[config.mk]
export PLATFORM = sky130hd
export DESIGN_NAME = display_scheduler
export DESIGN_NICKNAME = d
export VERILOG_FILES = /design/src/rtl/display_scheduler.sv
export SDC_FILE = /design/constraint.sdc
export NUM_CORES = 1
export LEC_CHECK = 0
export BUFFER_PORTS_ARGS = -buffer_cell sky130_fd_sc_hd__buf_2
export CAP_MARGIN = 20
export CORE_UTILIZATION = 25
export DETAILED_ROUTE_END_ITERATION = 8
export PLACE_DENSITY = 0.52
export SLEW_MARGIN = 10
export SYNTH_ARGS = -nofsm -noshare
export SYNTH_HDL_FRONTEND = slang
export SYNTH_SLANG_ARGS = --single-unit
[constraint.sdc]
create_clock -name clk -period 2.1 [get_ports clk]
set_input_delay 0.105 -clock clk [delete_from_list [all_inputs] [get_ports clk]]
set_output_delay 0.105 -clock clk [all_outputs]
set_load 0.02 [all_outputs]
[src/rtl/display_scheduler.sv]
// Serial digit-link scheduler: round-robin grant between the calc and key
// requesters, load strobe, completion/timeout wait, holdoff and idle refresh.
module display_scheduler #(
    parameter int REFRESH_CYCLES = 2048,
    parameter int LOAD_CYCLES    = 2,
    parameter int HOLDOFF_CYCLES = 4,
    parameter int TIMEOUT_CYCLES = 64
) (
    input  logic        clk,
    input  logic        rst_n,
    input  logic        calc_req,
    input  logic [31:0] calc_digits,
    output logic        calc_ack,
    input  logic        key_req,
    input  logic [31:0] key_digits,
    output logic        key_ack,
    input  logic        tran_done,
    output logic        load_data,
    output logic [31:0] data_out,
    output logic        busy,
    output logic        last_src,
    output logic        timeout_err
);

    typedef enum logic [1:0] {IDLE, LOAD, WAIT_DONE, HOLDOFF} state_t;

    localparam int RW = $clog2(REFRESH_CYCLES);
    // One phase counter is shared by LOAD, WAIT_DONE and HOLDOFF.
    localparam int CW = $clog2(LOAD_CYCLES + TIMEOUT_CYCLES + HOLDOFF_CYCLES + 1);

    localparam logic [RW-1:0] REFRESH_LAST = RW'(REFRESH_CYCLES - 1);
    localparam logic [CW-1:0] LOAD_LAST    = CW'(LOAD_CYCLES);
    localparam logic [CW-1:0] TIMEOUT_LAST = CW'(TIMEOUT_CYCLES - 1);
    localparam logic [CW-1:0] HOLDOFF_LAST = CW'(HOLDOFF_CYCLES - 1);

    state_t          state;
    logic [RW-1:0]   refresh;
    logic [CW-1:0]   cnt;
    logic            pick_key;

    // Key wins when it is the only requester, or on a tie when calc went last.
    assign pick_key = key_req & (~calc_req | ~last_src);

    always_ff @(posedge clk or negedge rst_n) begin
        if (!rst_n) begin
            state       <= IDLE;
            refresh     <= '0;
            cnt         <= '0;
            data_out    <= '0;
            load_data   <= 1'b0;
            calc_ack    <= 1'b0;
            key_ack     <= 1'b0;
            busy        <= 1'b0;
            last_src    <= 1'b1;
            timeout_err <= 1'b0;
        end else begin
            calc_ack <= 1'b0;
            key_ack  <= 1'b0;
            case (state)
                IDLE: begin
                    if (calc_req || key_req) begin
                        state    <= LOAD;
                        busy     <= 1'b1;
                        cnt      <= '0;
                        refresh  <= '0;
                        last_src <= pick_key;
                        data_out <= pick_key ? key_digits : calc_digits;
                        calc_ack <= ~pick_key;
                        key_ack  <= pick_key;
                    end else if (refresh == REFRESH_LAST) begin
                        state   <= LOAD;
                        busy    <= 1'b1;
                        cnt     <= '0;
                        refresh <= '0;
                    end else begin
                        refresh <= refresh + RW'(1);
                    end
                end
                LOAD: begin
                    // cnt==0 is the grant cycle; the strobe follows for LOAD_CYCLES.
                    if (cnt == LOAD_LAST) begin
                        state     <= WAIT_DONE;
                        load_data <= 1'b0;
                        cnt       <= '0;
                    end else begin
                        load_data <= 1'b1;
                        cnt       <= cnt + CW'(1);
                    end
                end
                WAIT_DONE: begin
                    if (tran_done) begin
                        timeout_err <= 1'b0;
                        state       <= HOLDOFF;
                        cnt         <= '0;
                    end else if (cnt == TIMEOUT_LAST) begin
                        timeout_err <= 1'b1;
                        state       <= HOLDOFF;
                        cnt         <= '0;
                    end else begin
                        cnt <= cnt + CW'(1);
                    end
                end
                HOLDOFF: begin
                    if (cnt == HOLDOFF_LAST) begin
                        state <= IDLE;
                        busy  <= 1'b0;
                        cnt   <= '0;
                    end else begin
                        cnt <= cnt + CW'(1);
                    end
                end
                default: state <= IDLE;
            endcase
        end
    end

endmodule
==> flow_summary.yaml, run 1 <==
synthesis:
  synth_largest_type_area_fraction: 0.504
  share_of_async_settable_or_async_resettable_flops_after_synthesis: 1.00
  synthesis.instances: 262
  post_synth.cell_area_avg_um2: 10.8
  synth.cell_area_um2: 2830
  dominantRegCellSynth: "dfrtp_1"
  syn-num-nets: 338
  synth_area_leaders: "dfrtp_1 50%, mux2i_1 9.2%, o21ai_0 5.8%"
  synth-edff-count: 0
  synth_cell_type_count: 36
  seq_area_frac_synth: 0.513
  yosys_warn_count: 0
  synth_top_area_cell: "dfrtp_1"
  synth-seq-cells: 58
critical_path:
  crit_path_buffers_inverters: 0
  cp_common_cell: "nand4_4"
  critical-path-max-stage-delay_ps: 530
  timing.setup.critical_path_class: "reg2reg"
  critical_path_peak_fanout: 8
  crit_chain: "ha_1 > nand4_4 > o311ai_4 > nand4_4 > mux2_4"
  required_ps: 2310
  worstPathArrival_ps: 2150
  worst_setup_path_end_kind: "flip-flop"
  critical-path-slowest-cell: "o311ai_4"
  type_of_element_launching_the_critical_path: "flip-flop"
  critPathTopFamily: "compound AO/OA/AOI/OAI gates"
finish:
  postLayoutCellArea_um2: 3970
  final_common_cell: "buf_2"
  antennaDiodeCount: 0
  commonest_cells_after_routing_fill_and_taps_aside: "106 x buf_2, 57 x dfrtp_1, 33 x o21ai_0"
  drive_gt1_frac: 0.371
  flow.area_growth_from_synthesis_pct: 40.2
  final_net_count: 457
clocking:
  ctsRootBufferMaster: "clkbuf_16"
  worstSkewPairLatency_ps: 320
  tritoncts_clock_tree: "done"
  cts-root-to-sink-buffers: 2
  cts-buffers-inserted: 9
  post_cts_resized: 0
  clock-sinks: 58
  htreeDepth: 3
  clk_slew_on_worst_s_h_paths_ps: 50
power_and_ir_drop:
  total_power_divided_by_cell_area_nw_per_um2: 1330
  power_leakage_nw: 2.00
  power.ir.vdd_worst_mv: 0.531
run:
  max_cap_viol_count: 0
global_route:
  overflow: 0
  grtUsageTotal: 0.115
  via_count_of_the_first_global_routing_pass: 2267
  first_pass_grt_wire_length_mm: 10.4
  number_of_antenna_violations_at_the_first_check_in_global_routing: 0
  maximum_number_of_pins_on_one_net_before_global_route_repair: 59
routing:
  route.antenna.remaining_nets: 0
  routed_wl_mm: 6.50
  dr.first_iter.drc_count: 144
  drt_first_pass_iters: 4
  drt_wl_cell_um: 12.4
  vias: 2359
  route.detailed.drc: 0
  avgViaCountPerCell: 4.49
floorplan:
  fp.dieW_um: 108
  top_level_ports: 107
  die-height_um: 108
  design.die.area_um2: 11800
  core-area_um2: 10900
  initial_core_util: 0.259
  fp-row-count: 38
sta:
  setup-tns-final_ps: 0
  worst_pin_slew_ps: 492
  timing.final.crit_share: 0.924
  fin_worst_skew_ps: 7.00
  report.final.hold_viol_count: 0
  final_period_minus_worst_setup_slack_ps: 1940
  rsz_0062_raised_after_global_routing: "no"
  final_max_slew_viol_count: 0
  setup_viol: 0
  max-slew-margin-rel: 0.671
  max_clock_freq_ghz: 0.515
hold_path:
  min_path_type: "in2reg"
outcome:
  outcome: "complete, no violations"
place:
  buffer_ports.inserted: 106
  place_area_um2: 3570
  hpwlAfterDp_mm: 4.71
  gp_congestion: 0.717
## layout make-up
class	count	area, um^2
Tap cell	140	175
Timing Repair Buffer	120	683
Multi-Input combinational cell	175	1290
Inverter	17	63.8
Clock inverter	6	82.6
Clock buffer	9	225
Sequential cell	58	1450
Fill cell	1106	6970
## worst paths after layout
check	from	endpoint	slack [ps]	cells past startpoint
min	key_digits[9]	data_out[9]	10	3
min reg2reg	data_out[17]	data_out[17]	470	2
max reg2reg	refresh[0]	state[1]	160	5
max	refresh[0]	state[1]	160	5
max in group asynchronous	rst_n	last_src	1490	3
min in group asynchronous	rst_n	calc_ack	320	3
## what timing repair did
| item | in CTS | in global routing |
|---|---|---|
| setup buffers | 0 | 0 |
| hold buffers | 9 | 0 |
| endpoints found under the hold margin | 65 | 0 |
## metrics by stage
| step | total power [mW] | instances | hold slack [ps] | utilization | setup slack (ps) |
|---|---|---|---|---|---|
| detailed placement | 3.82 | 501 | 136 | 0.327 | 145 |
| CTS | 5.36 | 525 | 3.95 | 0.363 | 137 |
| global route | 5.65 | 525 | 19.5 | 0.363 | 38.0 |
| global placement | 3.77 | 501 | 139 | 0.327 | 200 |
| finish | 5.27 | 525 | 10.1 | 0.363 | 159 |
| floorplan | 3.10 | 262 | -191 | - | 350 |
## per-layer routing
metal | global-route usage | up-vias | routed length [um]
met4 | 0.0521 | 0 | 136
met1 | 0.139 | 1082 | 3060
met3 | 0.0356 | 11 | 577
met5 | 0 | - | 0
met2 | 0.187 | 87 | 2730
li1 | - | 1179 | -
## synth_stat cells (3+ instances only)
library cell / number
dfrtp_1: 57
o21ai_0: 33
nand2_1: 32
mux2i_1: 26
inv_1: 17
a22o_1: 12
nor2_1: 9
a222oi_1: 8
clkbuf_1: 8
ha_1: 7
nand3_1: 7
nor3_1: 5
buf_2: 4
xnor2_1: 4
a21oi_1: 3
## worst min-delay path, delay by kind of cell
kind            cells  cell delay [ps]
compound gates      1               70
buf+inv             2              120
## kinds of logic after synthesis
group,share of synthesized area
buffers and inverters,0.0402
adder cells (fa/ha/maj),0.0309
XOR/XNOR,0.0186
multiplexers,0.101
flip-flops,0.513
AND/OR/NAND/NOR,0.110
AO/OA/AOI/OAI,0.186
## power breakdown
part           leakage [nW]  switching [mW]  total (mW)  internal, mW
sequential            0.741           0.203        1.71          1.51
combinational          1.11            1.25        2.06         0.809
clock                 0.151           0.478        1.50          1.02
total                  2.00            1.93        5.27          3.34
## state kept, by name, indices dropped and copies added, names as in the netlist
register	count
key_ack	1
busy	1
load_data	1
last_src	1
state	2
calc_ack	1
data_out	32
timeout_err	1
cnt	7
refresh	11
Note: power is estimated with default switching activity, not from simulation.
==> run 2: changes to the inputs <==
Settings changed: CTS_BUF_LIST set to sky130_fd_sc_hd__clkbuf_4 sky130_fd_sc_hd__clkbuf_8.
==> flow_summary.yaml, run 2 (synthesis results as in run 1) <==
outcome:
  outcome: "complete, no violations"
global_route:
  grt.busiest_layer: "met2"
  first_pass_grt_wire_length_mm: 10.6
  grtUsageTotal: 0.116
  maximum_number_of_pins_on_one_net_before_global_route_repair: 59
  number_of_antenna_violations_at_the_first_check_in_global_routing: 0
  via_count_of_the_first_global_routing_pass: 2283
  use_met2: 0.187
  grt_util_met1: 0.144
  grtUsageMet3: 0.0283
  overflow: 0
critical_path:
  worstPathArrival_ps: 2150
  critical-path-max-stage-delay_ps: 520
  crit_path_buffers_inverters: 0
  crit_chain: "ha_1 > nand4_4 > o311ai_4 > nand4_4 > mux2_4"
  required_ps: 2310
  type_of_element_launching_the_critical_path: "flip-flop"
  worst_setup_path_end_kind: "flip-flop"
  cp_common_cell: "nand4_4"
  worstRegToRegCells: 5
  critical-path-slowest-cell: "o311ai_4"
  critical_path_peak_fanout: 8
  critical_path.reg2reg.startpoint: "refresh[0]"
  timing.setup.critical_path_class: "reg2reg"
  reg2reg_slack_ps: 160
  critPathTopFamily: "compound AO/OA/AOI/OAI gates"
  crit-reg2reg-capture: "state[1]"
finish:
  antennaDiodeCount: 0
  max_flop_register: "data_out"
  final_net_count: 466
  flow.area_growth_from_synthesis_pct: 39.8
  largest_registers: "data_out: 32 flops, refresh: 11 flops, cnt: 7 flops"
  commonest_cells_after_routing_fill_and_taps_aside: "106 x buf_2, 57 x dfrtp_1, 33 x o21ai_0"
  largest_reg_flops: 32
  layout.filler_cells: 1102
  final_util: 0.362
  final_common_cell: "buf_2"
  drive_gt1_frac: 0.363
routing:
  drt_wl_cell_um: 12.6
  routed_wl_mm: 6.72
  dr.first_iter.drc_count: 170
  vias: 2389
  route.detailed.drc: 0
  avgViaCountPerCell: 4.47
  drt_first_pass_iters: 6
  route.antenna.remaining_nets: 0
floorplan:
  initial_core_util: 0.259
  fp.dieW_um: 108
  fp-row-count: 38
  core-area_um2: 10900
  die-height_um: 108
  top_level_ports: 107
  design.die.area_um2: 11800
sta:
  rsz_0062_raised_after_global_routing: "no"
  max_clock_freq_ghz: 0.517
  worst_pin_slew_ps: 483
  final_period_minus_worst_setup_slack_ps: 1940
  max-slew-margin-rel: 0.678
  timing.final.crit_share: 0.922
  setup_viol: 0
  final_max_slew_viol_count: 0
  setup-tns-final_ps: 0
  postLayoutSetupSlackWorst_ps: 164
  report.final.hold_viol_count: 0
  worst_hold_slack_across_all_endpoints_ps: 66.2
  fin_worst_skew_ps: 10.8
clocking:
  cts_post_setup_buffers_inserted: 0
  cts_hold_buffers: 18
  worstSkewPairLatency_ps: 330
  htreeDepth: 3
  ctsRootBufferMaster: "clkbuf_8"
  tritoncts_clock_tree: "done"
  clk_slew_on_worst_s_h_paths_ps: 70
  clock-sinks: 58
  cts-buffers-inserted: 9
  cts-root-to-sink-buffers: 2
  post_cts_resized: 0
power_and_ir_drop:
  power_leakage_nw: 1.99
  power.ir.vdd_worst_mv: 0.459
  total_power_divided_by_cell_area_nw_per_um2: 1230
place:
  gp_congestion: 0.717
  hpwlAfterDp_mm: 4.71
  dpl_worst_slack_ps: 145
  buffer_ports.inserted: 106
run:
  max_cap_viol_count: 0
hold_path:
  min_to: "data_out[2]"
  min_path_type: "in2reg"
  hold-path-cell-count: 3
  min_from: "calc_digits[2]"
run 2: changes by cell type in the layout (fill, tap and decap cells not counted):
cell,change
clkbuf_8,+9
clkbuf_16,-9
dlygate4sd3_1,+9
run 2: power breakdown:
part | internal, mW | switching, mW | total, mW | leakage, nW
Sequential | 1.51 | 0.206 | 1.71 | 0.741
Combinational | 0.820 | 1.26 | 2.08 | 1.15
Clock | 0.654 | 0.429 | 1.08 | 0.105
run 2: worst reg2reg max path: cells and delay by family, from the launching register on:
| family | cells | cell delay, ps |
|---|---|---|
| adders and majority gates | 1 | 260 |
| and+or+nand+nor | 2 | 340 |
| DFF | 1 | 380 |
| muxes | 1 | 320 |
| AOI/OAI and AO/OA | 1 | 520 |
run 2: cell type report:
cell class | count | area, um^2 | area share
Clock buffer | 9 | 124 | 0.0313
Clock inverter | 6 | 82.6 | 0.0209
Multi-Input combinational cell | 175 | 1290 | 0.325
Tap cell | 140 | 175 | 0.0442
Inverter | 17 | 63.8 | 0.0161
Sequential cell | 58 | 1450 | 0.367
Timing Repair Buffer | 129 | 773 | 0.195
run 2: layer usage:
| layer | up-vias | wire length, um |
|---|---|---|
| met4 | 0 | 135 |
| met5 | - | 0 |
| met2 | 95 | 2860 |
| met3 | 12 | 601 |
| met1 | 1087 | 3120 |
| li1 | 1195 | - |
run 2: through the flow:
stage,area [um^2],std cells,total power [mW]
final,3960,534,4.87
after global routing,3960,534,5.23
after CTS,3960,534,4.95
after detailed placement,3570,501,3.82
after global placement,3570,501,3.77
after floorplan,2830,262,3.10
run 2: worst max-delay path by stage:
stage | startpoint | to | slack, ps | cells past startpoint
4_1_cts | refresh[0] | state[1] | 140 | 5
3_5_place_dp | refresh[0] | state[1] | 140 | 5
5_1_grt | refresh[0] | state[1] | 30 | 5
6_report | refresh[0] | state[1] | 160 | 5
3_3_place_gp | refresh[0] | state[1] | 200 | 5
2_1_floorplan | refresh[0] | state[1] | 350 | 5
==> run 3: changes to the inputs <==
Clock period 2.1 ns to 2.03 ns, I/O delays scaled along.
==> flow_summary.yaml, run 3 (synthesis results as in run 1) <==
outcome:
  outcome: "complete, no violations"
hold_path:
  min_from: "key_digits[8]"
  min_path_type: "in2reg"
  min_to: "data_out[8]"
  hold-path-cell-count: 3
sta:
  setup_viol: 0
  final_period_minus_worst_setup_slack_ps: 1900
  timing.final.crit_share: 0.935
  fin_worst_skew_ps: 9.00
  max_clock_freq_ghz: 0.527
  final_max_slew_viol_count: 0
  max-slew-margin-rel: 0.683
  rsz_0062_raised_after_global_routing: "no"
  worst_pin_slew_ps: 475
  report.final.hold_viol_count: 0
  setup-tns-final_ps: 0
critical_path:
  critical-path-max-stage-delay_ps: 560
  required_ps: 2260
  critPathTopFamily: "compound AO/OA/AOI/OAI gates"
  worstRegToRegCells: 5
  cp-startpoint: "refresh[0]"
  reg2reg_slack_ps: 130
  type_of_element_launching_the_critical_path: "flip-flop"
  critical_path.reg2reg.startpoint: "refresh[0]"
  critical_path_peak_fanout: 15
  crit_path_buffers_inverters: 0
  worstPathArrival_ps: 2120
  critical-path-slowest-cell: "o311a_2"
  timing.setup.critical_path_class: "reg2reg"
  crit-reg2reg-capture: "refresh[3]"
  worst_setup_path_end_kind: "flip-flop"
  crit_chain: "ha_1 > nand4_4 > o311a_2 > a21o_1 > a22o_1"
floorplan:
  core-area_um2: 10900
  top_level_ports: 107
  die-height_um: 108
  initial_core_util: 0.259
  fp.dieW_um: 108
  fp-row-count: 38
  design.die.area_um2: 11800
routing:
  route.antenna.remaining_nets: 0
  routed_wl_mm: 6.93
  dr.first_iter.drc_count: 113
  vias: 2393
  drt_wl_cell_um: 13.0
  route.detailed.drc: 0
  drt_first_pass_iters: 4
  avgViaCountPerCell: 4.48
global_route:
  grtUsageTotal: 0.122
  number_of_antenna_violations_at_the_first_check_in_global_routing: 0
  maximum_number_of_pins_on_one_net_before_global_route_repair: 46
  via_count_of_the_first_global_routing_pass: 2331
  first_pass_grt_wire_length_mm: 10.8
  overflow: 0
clocking:
  htreeDepth: 3
  clock-sinks: 58
  worstSkewPairLatency_ps: 340
  cts-root-to-sink-buffers: 2
  clk_slew_on_worst_s_h_paths_ps: 60
  cts-buffers-inserted: 9
  ctsRootBufferMaster: "clkbuf_8"
  tritoncts_clock_tree: "done"
  post_cts_resized: 0
finish:
  largest_registers: "data_out: 32 flops, refresh: 11 flops, cnt: 7 flops"
  final_common_cell: "buf_2"
  postLayoutCellArea_um2: 3940
  drive_gt1_frac: 0.365
  max_flop_register: "data_out"
  flow.area_growth_from_synthesis_pct: 39.0
  antennaDiodeCount: 0
  final_net_count: 467
  largest_reg_flops: 32
  commonest_cells_after_routing_fill_and_taps_aside: "106 x buf_2, 57 x dfrtp_1, 33 x o21ai_0"
power_and_ir_drop:
  fin_total_pwr_mw: 4.98
  power_leakage_nw: 1.99
  power.ir.vdd_worst_mv: 0.456
  total_power_divided_by_cell_area_nw_per_um2: 1270
place:
  place_area_um2: 3570
  gp_congestion: 0.736
  hpwlAfterDp_mm: 4.86
  buffer_ports.inserted: 106
run:
  max_cap_viol_count: 0
==> run 3: cell types whose count changed in the layout (fill, tap and decap cells not counted) <==
cell / previous run / this run
buf_12: 2 / 1
buf_4: 3 / 6
bufinv_16: 2 / 1
clkbuf_8: 9 / 11
clkinv_2: 3 / 2
clkinvlp_4: 1 / 0
dlygate4sd3_1: 18 / 17
==> run 3: metal layers <==
layer	GRT usage	up-vias	routed length, um
li1	-	1198	-
met1	0.148	1095	3260
met2	0.193	92	3020
met3	0.0422	8	566
met4	0.0550	0	87
met5	0	-	0
==> run 3: what timing repair did <==
| item | CTS | global route |
|---|---|---|
| hold buffers | 17 | 0 |
| buffers inserted | 0 | 0 |
| endpoints found under the hold margin | 24 | 0 |
| endpoints found under the setup margin | 0 | 1 |
==> run 3: metrics by stage <==
stage	util	setup slack, ps	hold slack, ps	cells
after global routing	0.360	22.2	21.3	534
after CTS	0.360	58.7	6.06	534
after floorplan	-	280	-194	262
final	0.360	131	25.4	534
after global placement	0.327	135	41.8	503
after detailed placement	0.327	69.4	42.1	503
==> run 3: power breakdown <==
part	switching [mW]	internal (mW)	total, mW	leakage [nW]
combinational	1.31	0.848	2.16	1.15
clock	0.432	0.615	1.05	0.101
sequential	0.213	1.56	1.77	0.741
==> run 3: worst max-delay path by stage <==
| stage | endpoint | slack, ps | depth (start not counted) |
|---|---|---|---|
| floorplan | state[1] | 280 | 5 |
| global placement | state[1] | 140 | 5 |
| detailed placement | state[1] | 70 | 5 |
| CTS | state[1] | 60 | 5 |
| global route | state[1] | 20 | 5 |
| finish | refresh[3] | 130 | 5 |
==> run 3: cell type report <==
class	instances	area, um^2
fillers	1107	7000
flip-flops and latches	58	1450
multi-input cells	175	1290
repair buffers	130	766
well taps	140	175
clock buffers	11	151
inverters	17	63.8
clock inverters	3	40.0
==> run 3: worst register-to-register path: stages (launching register included) <==
cell and delay (ps):
dfrtp_1 380, ha_1 260, nand4_4 170, o311a_2 560, a21o_1 200, a22o_1 210
